$ cat config.mk
export PLATFORM = sky130hd
export DESIGN_NAME = acl2_sample_sequencer
export DESIGN_NICKNAME = d
export VERILOG_FILES = /design/src/rtl/acl2_sample_sequencer.sv
export SDC_FILE = /design/constraint.sdc
export NUM_CORES = 1
export LEC_CHECK = 0
export BUFFER_PORTS_ARGS = -buffer_cell sky130_fd_sc_hd__buf_2
export CAP_MARGIN = 25
export CELL_PAD_IN_SITES_DETAIL_PLACEMENT = 1
export CELL_PAD_IN_SITES_GLOBAL_PLACEMENT = 1
export CORE_ASPECT_RATIO = 0.9
export CORE_MARGIN = 3
export CORE_UTILIZATION = 35
export CTS_CLUSTER_DIAMETER = 100
export CTS_CLUSTER_SIZE = 25
export DETAILED_ROUTE_END_ITERATION = 7
export HOLD_SLACK_MARGIN = 0.08
export PLACE_DENSITY = 0.63
export SLEW_MARGIN = 20
export SYNTH_ARGS = -nofsm -noshare
export SYNTH_HDL_FRONTEND = slang
export SYNTH_SLANG_ARGS = --single-unit
$ cat constraint.sdc
create_clock -name clk -period 6.2 [get_ports clk]
set_clock_uncertainty 0.05 [all_clocks]
set_input_delay 0 -clock clk [delete_from_list [all_inputs] [get_ports clk]]
set_output_delay 0 -clock clk [all_outputs]
set_load 0.02 [all_outputs]
$ cat src/rtl/acl2_sample_sequencer.sv
// Bus master that drives the SPI register block to burst-read one X/Y/Z sample
// (command 0x0B, address 0x0E, six data bytes) from the PmodACL2.
module acl2_sample_sequencer #(
  parameter logic [7:0]  BASE_ADDRESS = 8'h00,
  parameter logic [7:0]  SPCR_INIT    = 8'h50,
  parameter logic [7:0]  SPER_INIT    = 8'h00,
  parameter logic [15:0] POLL_LIMIT   = 16'd1024
) (
  input  logic        clk,
  input  logic        reset,
  input  logic        start,
  output logic        busy,
  output logic        done,
  output logic        error,
  output logic [15:0] sample_x,
  output logic [15:0] sample_y,
  output logic [15:0] sample_z,
  output logic [7:0]  port_id,
  output logic [7:0]  bus_dout,
  output logic        write_strobe,
  output logic        read_strobe,
  input  logic [7:0]  bus_din
);

  typedef enum logic [3:0] {
    S_IDLE, S_CFG_SPCR, S_CFG_SPER, S_CS_LOW, S_WR_BYTE, S_POLL_RD,
    S_POLL_CHK, S_DATA_RD, S_NEXT, S_CS_HIGH, S_DONE, S_ABORT
  } state_t;

  state_t      r_state;
  logic [1:0]  r_ph;
  logic [2:0]  r_idx;
  logic [15:0] r_poll;
  logic        r_cfg_done;
  logic        r_busy, r_done, r_error, r_ws, r_rs;
  logic [7:0]  r_port, r_dout;
  logic [15:0] r_sx, r_sy, r_sz;
  logic [7:0]  r_buf [0:5];

  logic [7:0]  w_tx;
  logic [7:0]  w_addr;
  logic [7:0]  w_data;
  state_t      w_wr_next;
  logic        w_last_poll;
  logic        w_buf_we;

  assign w_tx        = (r_idx == 3'd0) ? 8'h0B : (r_idx == 3'd1) ? 8'h0E : 8'h00;
  assign w_last_poll = (r_poll == POLL_LIMIT - 16'd1);
  assign w_buf_we    = (r_state == S_DATA_RD) && (r_ph == 2'd2) && (r_idx >= 3'd2);

  always_comb begin
    w_addr    = BASE_ADDRESS;
    w_data    = 8'h00;
    w_wr_next = S_IDLE;
    case (r_state)
      S_CFG_SPCR: begin w_addr = BASE_ADDRESS;         w_data = SPCR_INIT; w_wr_next = S_CFG_SPER; end
      S_CFG_SPER: begin w_addr = BASE_ADDRESS + 8'd3;  w_data = SPER_INIT; w_wr_next = S_CS_LOW;   end
      S_CS_LOW:   begin w_addr = BASE_ADDRESS + 8'd4;  w_data = 8'h00;     w_wr_next = S_WR_BYTE;  end
      S_WR_BYTE:  begin w_addr = BASE_ADDRESS + 8'd2;  w_data = w_tx;      w_wr_next = S_POLL_RD;  end
      S_POLL_RD:  w_addr = BASE_ADDRESS + 8'd1;
      S_DATA_RD:  w_addr = BASE_ADDRESS + 8'd2;
      S_CS_HIGH:  begin w_addr = BASE_ADDRESS + 8'd4;  w_data = 8'h01;     w_wr_next = S_DONE;     end
      S_ABORT:    begin w_addr = BASE_ADDRESS + 8'd4;  w_data = 8'h01;     w_wr_next = S_IDLE;     end
      default:    ;
    endcase
  end

  // Every bus operation spans at least two cycles, so strobes can never be back to back.
  always_ff @(posedge clk) begin
    if (reset) begin
      r_state    <= S_IDLE;
      r_ph       <= 2'd0;
      r_idx      <= 3'd0;
      r_poll     <= 16'd0;
      r_cfg_done <= 1'b0;
      r_busy     <= 1'b0;
      r_done     <= 1'b0;
      r_error    <= 1'b0;
      r_ws       <= 1'b0;
      r_rs       <= 1'b0;
      r_port     <= 8'h00;
      r_dout     <= 8'h00;
      r_sx       <= 16'h0000;
      r_sy       <= 16'h0000;
      r_sz       <= 16'h0000;
    end else begin
      r_done  <= 1'b0;
      r_error <= 1'b0;
      r_ws    <= 1'b0;
      r_rs    <= 1'b0;
      case (r_state)
        S_IDLE: begin
          // r_done/r_error are visible this cycle: a start coinciding with them is dropped
          if (start && !r_done && !r_error) begin
            r_busy  <= 1'b1;
            r_ph    <= 2'd0;
            r_state <= r_cfg_done ? S_CS_LOW : S_CFG_SPCR;
          end
        end
        S_CFG_SPCR, S_CFG_SPER, S_CS_LOW, S_WR_BYTE, S_CS_HIGH, S_ABORT: begin
          if (r_ph == 2'd0) begin
            r_port <= w_addr;
            r_dout <= w_data;
            r_ws   <= 1'b1;
            r_ph   <= 2'd1;
            if (r_state == S_CS_HIGH) begin
              r_sx <= {r_buf[1], r_buf[0]};
              r_sy <= {r_buf[3], r_buf[2]};
              r_sz <= {r_buf[5], r_buf[4]};
            end
          end else begin
            r_ph    <= 2'd0;
            r_state <= w_wr_next;
            if (r_state == S_CFG_SPER) r_cfg_done <= 1'b1;
            if (r_state == S_CS_LOW)   r_idx      <= 3'd0;
            if (r_state == S_WR_BYTE)  r_poll     <= 16'd0;
            if (r_state == S_ABORT) begin
              r_error <= 1'b1;
              r_busy  <= 1'b0;
            end
          end
        end
        S_POLL_RD: begin
          if (r_ph == 2'd0) begin
            r_port <= w_addr;
            r_rs   <= 1'b1;
            r_ph   <= 2'd1;
          end else begin
            r_ph    <= 2'd0;
            r_state <= S_POLL_CHK;
          end
        end
        S_POLL_CHK: begin
          if (!bus_din[0]) begin
            r_state <= S_DATA_RD;
          end else if (w_last_poll) begin
            r_state <= S_ABORT;
          end else begin
            r_poll  <= r_poll + 16'd1;
            r_state <= S_POLL_RD;
          end
        end
        S_DATA_RD: begin
          if (r_ph == 2'd0) begin
            r_port <= w_addr;
            r_rs   <= 1'b1;
            r_ph   <= 2'd1;
          end else if (r_ph == 2'd1) begin
            r_ph <= 2'd2;
          end else begin
            r_ph    <= 2'd0;
            r_state <= S_NEXT;
          end
        end
        S_NEXT: begin
          if (r_idx == 3'd7) begin
            r_state <= S_CS_HIGH;
          end else begin
            r_idx   <= r_idx + 3'd1;
            r_state <= S_WR_BYTE;
          end
        end
        S_DONE: begin
          r_done  <= 1'b1;
          r_busy  <= 1'b0;
          r_state <= S_IDLE;
        end
        default: r_state <= S_IDLE;
      endcase
    end
  end

  // Bytes 2..7 land in XL, XH, YL, YH, ZL, ZH order
  always_ff @(posedge clk) begin
    if (w_buf_we) r_buf[r_idx - 3'd2] <= bus_din;
  end

  assign busy         = r_busy;
  assign done         = r_done;
  assign error        = r_error;
  assign sample_x     = r_sx;
  assign sample_y     = r_sy;
  assign sample_z     = r_sz;
  assign port_id      = r_port;
  assign bus_dout     = r_dout;
  assign write_strobe = r_ws;
  assign read_strobe  = r_rs;

endmodule

Word level (Yosys, flattened, before mapping)
Memories as Yosys holds them, arrays and structs flattened. A register that Yosys moved wholly into a read port is not among the register bits.
Cells that the tools add are included.
{ "word_totals": {"ff_bits": 47, "ram_bits": 48, "input_bits": 11, "memories": 1} }
{ "op_classes": {"n_mux": 38, "reduce_logical": 32, "n_addsub": 3, "eq_ne": 27, "n_bitwise": 3, "magnitude_cmp": 1} }
{ "memory_table": {"columns": ["name", "depth", "word_bits", "rd", "rd_clocked_by_memory_dff", "write_ports", "line_no", "text"], "rows": [
  ["r_buf", 6, 8, 6, 6, 1, "38", "logic [7:0] r_buf [0:5];"]
]} }
{ "op_table": {"columns": ["cell", "count"], "rows": [
  ["2-to-1 mux 16 bit", 4],
  ["2-to-1 mux 4 bit", 10],
  ["case mux 16 bit (2 select lines)", 1],
  ["case mux 4 bit (6 select lines)", 1],
  ["inequality test 2 bit (second input constant)", 11],
  ["case mux 7 bit (3 select lines)", 1],
  ["case mux 4 bit (5 select lines)", 1],
  ["adder 16 x 1 -> 16 bit (second input constant)", 1],
  ["equality test 16 x 10 -> 1 bit (second input constant)", 1],
  ["equality test 4 x 3 -> 1 bit (second input constant)", 4],
  ["equality test 4 bit (second input constant)", 4],
  ["case mux 3 bit (4 select lines)", 1],
  ["AND reduction 5 bit", 2],
  ["OR reduction 2 bit", 5],
  ["2-to-1 mux 1 bit", 9],
  ["2-to-1 mux 3 bit", 3],
  ["equality test 4 x 2 -> 1 bit (second input constant)", 2],
  ["2-to-1 mux 2 bit", 4],
  ["AND reduction 4 bit", 2],
  ["OR reduction 8 bit", 1],
  ["OR reduction 7 bit", 1],
  ["case mux 2 bit (3 select lines)", 1],
  ["case mux 3 bit (2 select lines)", 1],
  ["AND reduction 2 bit", 3],
  ["other kinds (20)", 30]
]} }

Depth between registers and ports, before layout
{ "depth": {"depth_word": 5, "depth_mapped": 7, "depth_no_buf": 6} }

Worst setup path before layout
OpenSTA, ideal clock, no wires.
{ "synth_path": {"path_kind": "register -> register", "from": "register r_state[2]", "to": "memory r_buf[0][0] (enable)", "synth_period_minus_slack_ns": 2.147, "setup_ns": 0.385, "n_path_buf": 1, "path_slack_ns": 4.053, "path_stages_with_launch": 6, "t_arrival_ns": 1.712, "cell_sequence": "dfxtp_1 buf_2 nand3b_1 nor2_1 and4_1 nor3b_1"} }
{ "synth_between": {"elab_chain_cells": 5} }
{ "synth_lines": {"columns": ["element", "line_no", "text"], "rows": [
  ["start: declaration", "30", "state_t r_state;"],
  ["start signal: assignment", "97", "r_state <= r_cfg_done ? S_CS_LOW : S_CFG_SPCR;"],
  ["start signal: assignment", "113", "r_state <= w_wr_next;"],
  ["equality test 4 x 3 -> 1 bit", "49", "assign w_buf_we = (r_state == S_DATA_RD) && (r_ph == 2'd2) && (r_idx >= 3'd2);"],
  ["logical AND 1 bit (2 in a row)", "49", null],
  ["2-to-1 mux 1 bit", "175", "if (w_buf_we) r_buf[r_idx - 3'd2] <= bus_din;"],
  ["2-to-1 mux 1 bit (not written as such)", "175", null],
  ["end: declaration", "38", null]
]} }
Every way passes these cells.

Final worst setup path
{ "layout_path": {"from": "register r_state[2]", "to": "memory r_buf[5][1] (enable)"} }
The elaborated chain is that of the path after synthesis.

==> summary.md <==
| Metric | Value |
|---|---|
| Post-synthesis async set-or-reset flop share | `0%` |
| Starting DRC count in detailed routing | `151` |
| CTS sink count | `134` |
| Number of synthesized flops with an enable pin | `48` |
| Maxcap violations | `0` |
| Grt total ovfl | `0` |
| Max rail drop VDD | `0.0001973 V` |
| Rows | `42` |
| Hold-fix buffer count after cts | `8` |
| Worst r2r src | `r_state[2]` |
| Initial antenna violation count | `0` |
| Total Power | `2.499 mW` |
| Fin. max-slew vios | `0` |
| Final Net Count | `633` |
| Area after DPL | `5863 µm²` |
| Pleak | `2.396 nW` |
| Reg2reg setup slack | `3.61 ns` |
| Vias in the first global route | `4,164` |
| Vias | `4,268` |
| Area of the multi-input gates | `2042 µm²` |
| R2r endpoint | `r_buf[5][1]` |
| Worst r2r path cells | `4` |
| Final HPWL DP | `9413 µm` |
| Startpoint types | `flip-flop` |
| DR WL/cell | `16.96 µm` |
| Maximum clock path buffer count | `2` |
| Synth Register Bits | `134` |
| Register Area | `3163 µm²` |
| Clock-pin slew on the worst setup and hold paths | `0.06 ns` |
| Input/output buffers | `72` |
| Routed Wire Length | `14,030 µm` |
| # DRC | `0` |
| Layout area overhead | `20.45%` |
| Final Hold Fails | `0` |
| Root buf cell | `clkbuf_16` |
| Final setup fails | `0` |
| CTS tree | `built` |
| Yosys top cell area share | `31.76%` |
| Highest clock rate | `0.3864 GHz` |
| Post-Synthesis Cells | `547` |
| Yosys cell types | `66` |
| CTS H-tree lvls | `4` |
| Status | `finished clean` |
| Area contributors post-synth | `dfxtp_1 32%, edfxtp_1 27%, nand2_1 8.2%` |
| Unrepaired setup endpoints after global routing | `no` |
| Die area | `17,020 µm²` |
| Cell Area, Synth | `5421 µm²` |
| Post-CTS Resized | `0` |
| Fin area | `6530 µm²` |
| Seq/Total Area, Yosys | `58.34%` |
| IO Pins | `80` |
| Post-route ant nets | `0` |
| CTS Buf Count | `17` |
| Worst slew pin tran | `0.8187 ns` |
| Fillers | `1,696` |
| Chip height | `124.1 µm` |
| Slew HR | `45.42%` |
| Average via count per standard cell | `5.161` |
| Share of cells above drive strength 1 | `18.12%` |
| Hold_ws | `0.2107 ns` |
| CP Max Fanout | `24` |
| Pwr dens | `382.7 nW/µm²` |
| Fin crit share | `41.75%` |
| Largest net degree at the start of global routing | `77` |
| Main synth FF type | `dfxtp_1` |
| Total Neg Setup Slack | `0 ns` |
| Setup Buffers After CTS | `0` |
| First element of the critical path | `r_state[2]` |
| Syn avg cell area | `9.911 µm²` |
| CP endpoint | `r_buf[5][1]` |
| Worst hold path class | `input port to flip-flop` |
| Core area | `14,920 µm²` |
| Total GRT Usage | `17.31%` |
| Ant diodes | `0` |
| Yosys Warn Count | `0` |
| Clock latency on the worst-skew pair | `0.41 ns` |
| Tmin final | `2.588 ns` |
| Critical path class | `flip-flop to flip-flop` |
| Initial Util | `36.33%` |
| Die W | `137.2 µm` |
| Cell taking the most area after synthesis | `dfxtp_1` |
| Routability cong. | `0.8556` |
| Drt pass-1 iters | `4` |
| First-pass GRT wire length | `22,400 µm` |
| Required time of the critical path | `6.19 ns` |
| Critical path arrival | `2.58 ns` |
| Critical Path Sink Type | `flip-flop` |
## how the worst min path moves through the flow
stage,start,to,depth (start not counted),slack (ns)
after floorplan,bus_din[0],r_buf[0][0],0,0.05
after global placement,bus_din[2],r_buf[2][2],1,0.26
after detailed placement,bus_din[2],r_buf[2][2],1,0.26
after CTS,reset,bus_dout[4],3,0.22
after global routing,reset,port_id[2],3,0.24
final,reset,r_ph[1],3,0.21
## placed cells by master, fill, tap and decap left out, drive strengths merged, types with 7 or more instances in the layout
cell | netlist | routed
edfxtp | 48 | 48
and3 | 8 | 8
nand2 | 119 | 119
a21oi | 64 | 64
o21ai | 16 | 16
conb | 1 | 7
buf | 23 | 77
inv | 10 | 11
dfxtp | 86 | 86
dlygate4sd3 | 0 | 8
nand3 | 11 | 11
nand2b | 7 | 7
a31oi | 7 | 7
nor3 | 13 | 13
clkbuf | 18 | 24
nor2 | 24 | 24
## layout make-up
| type | count | share of cell area [%] |
|---|---|---|
| flip-flops and latches | 134 | 48.44 |
| multi-input cells | 368 | 31.27 |
| repair buffers | 85 | 7.281 |
| clock buffers | 24 | 7.070 |
| well taps | 198 | 3.794 |
| clock inverters | 8 | 1.571 |
| inverters | 10 | 0.5748 |
## per-layer routing
layer / part of all wire, % / GRT usage, % / vias to the layer above / wire length, µm
met3: 4.5 / 4.483 / 20 / 629
met4: 1.4 / 5.923 / 0 / 200
met2: 47 / 28.03 / 95 / 6549
met5: 0 / 0 / - / 0
li1: - / - / 2086 / -
met1: 47 / 22.60 / 2067 / 6648
## sequential cells by signal, summed over array words and instances, names as in the netlist, 2 cells and up
name / count
r_state: 4
sample_z: 16
bus_dout: 4
sample_y: 16
sample_x: 16
port_id: 3
r_idx: 3
r_ph: 2
r_poll: 16
r_buf: 48
## cell usage after synthesis, drive strengths merged (3+ instances only)
cell type	n
a311oi	4
nor3	13
a21o	4
mux2i	4
and4	4
nor2	24
edfxtp	48
buf	23
clkbuf	18
a31oi	7
a221oi	3
nand2	119
nor3b	4
and3	8
nor4	5
or2	3
or3	6
or4	3
o211ai	6
dfxtp	86
nand4	5
inv	10
a21oi	64
nand2b	7
ha	6
o21ai	16
nand3	11
## cells by family (layout without fill, tap and decap cells)
logic type | after synthesis | in the layout | synth area share (%)
flip-flops | 134 | 134 | 58.34
AO/OA/AOI/OAI | 129 | 129 | 15.23
multiplexers | 5 | 5 | 0.9462
XOR/XNOR | 1 | 1 | 0.1616
adder cells (fa/ha/maj) | 6 | 6 | 1.385
buffers and inverters | 51 | 127 | 4.685
AND/OR/NAND/NOR | 220 | 220 | 19.18
other | 1 | 7 | 0.06917
## per-stage QoR
step	util (%)	setup slack, ns	std cells
finish	43.75	3.612	827
global route	43.75	3.377	827
CTS	43.60	3.314	825
detailed placement	39.29	3.310	785
global placement	39.29	3.409	785
floorplan	-	4.053	553
## where the power goes
group          internal, mW  total (mW)  switching, mW  leakage (nW)
logic                 0.173       0.487          0.314          1.00
clock network         0.603       0.965          0.363         0.269
registers             0.962        1.05         0.0847          1.13
## worst max-delay path: stages, from the launching register on
cell and delay [ns]:
dfxtp_1 0.84, nand3b_1 0.29, nor2_1 0.19, nand4_1 0.18, nor2_1 0.66
Note: power is estimated with default switching activity, not from simulation.
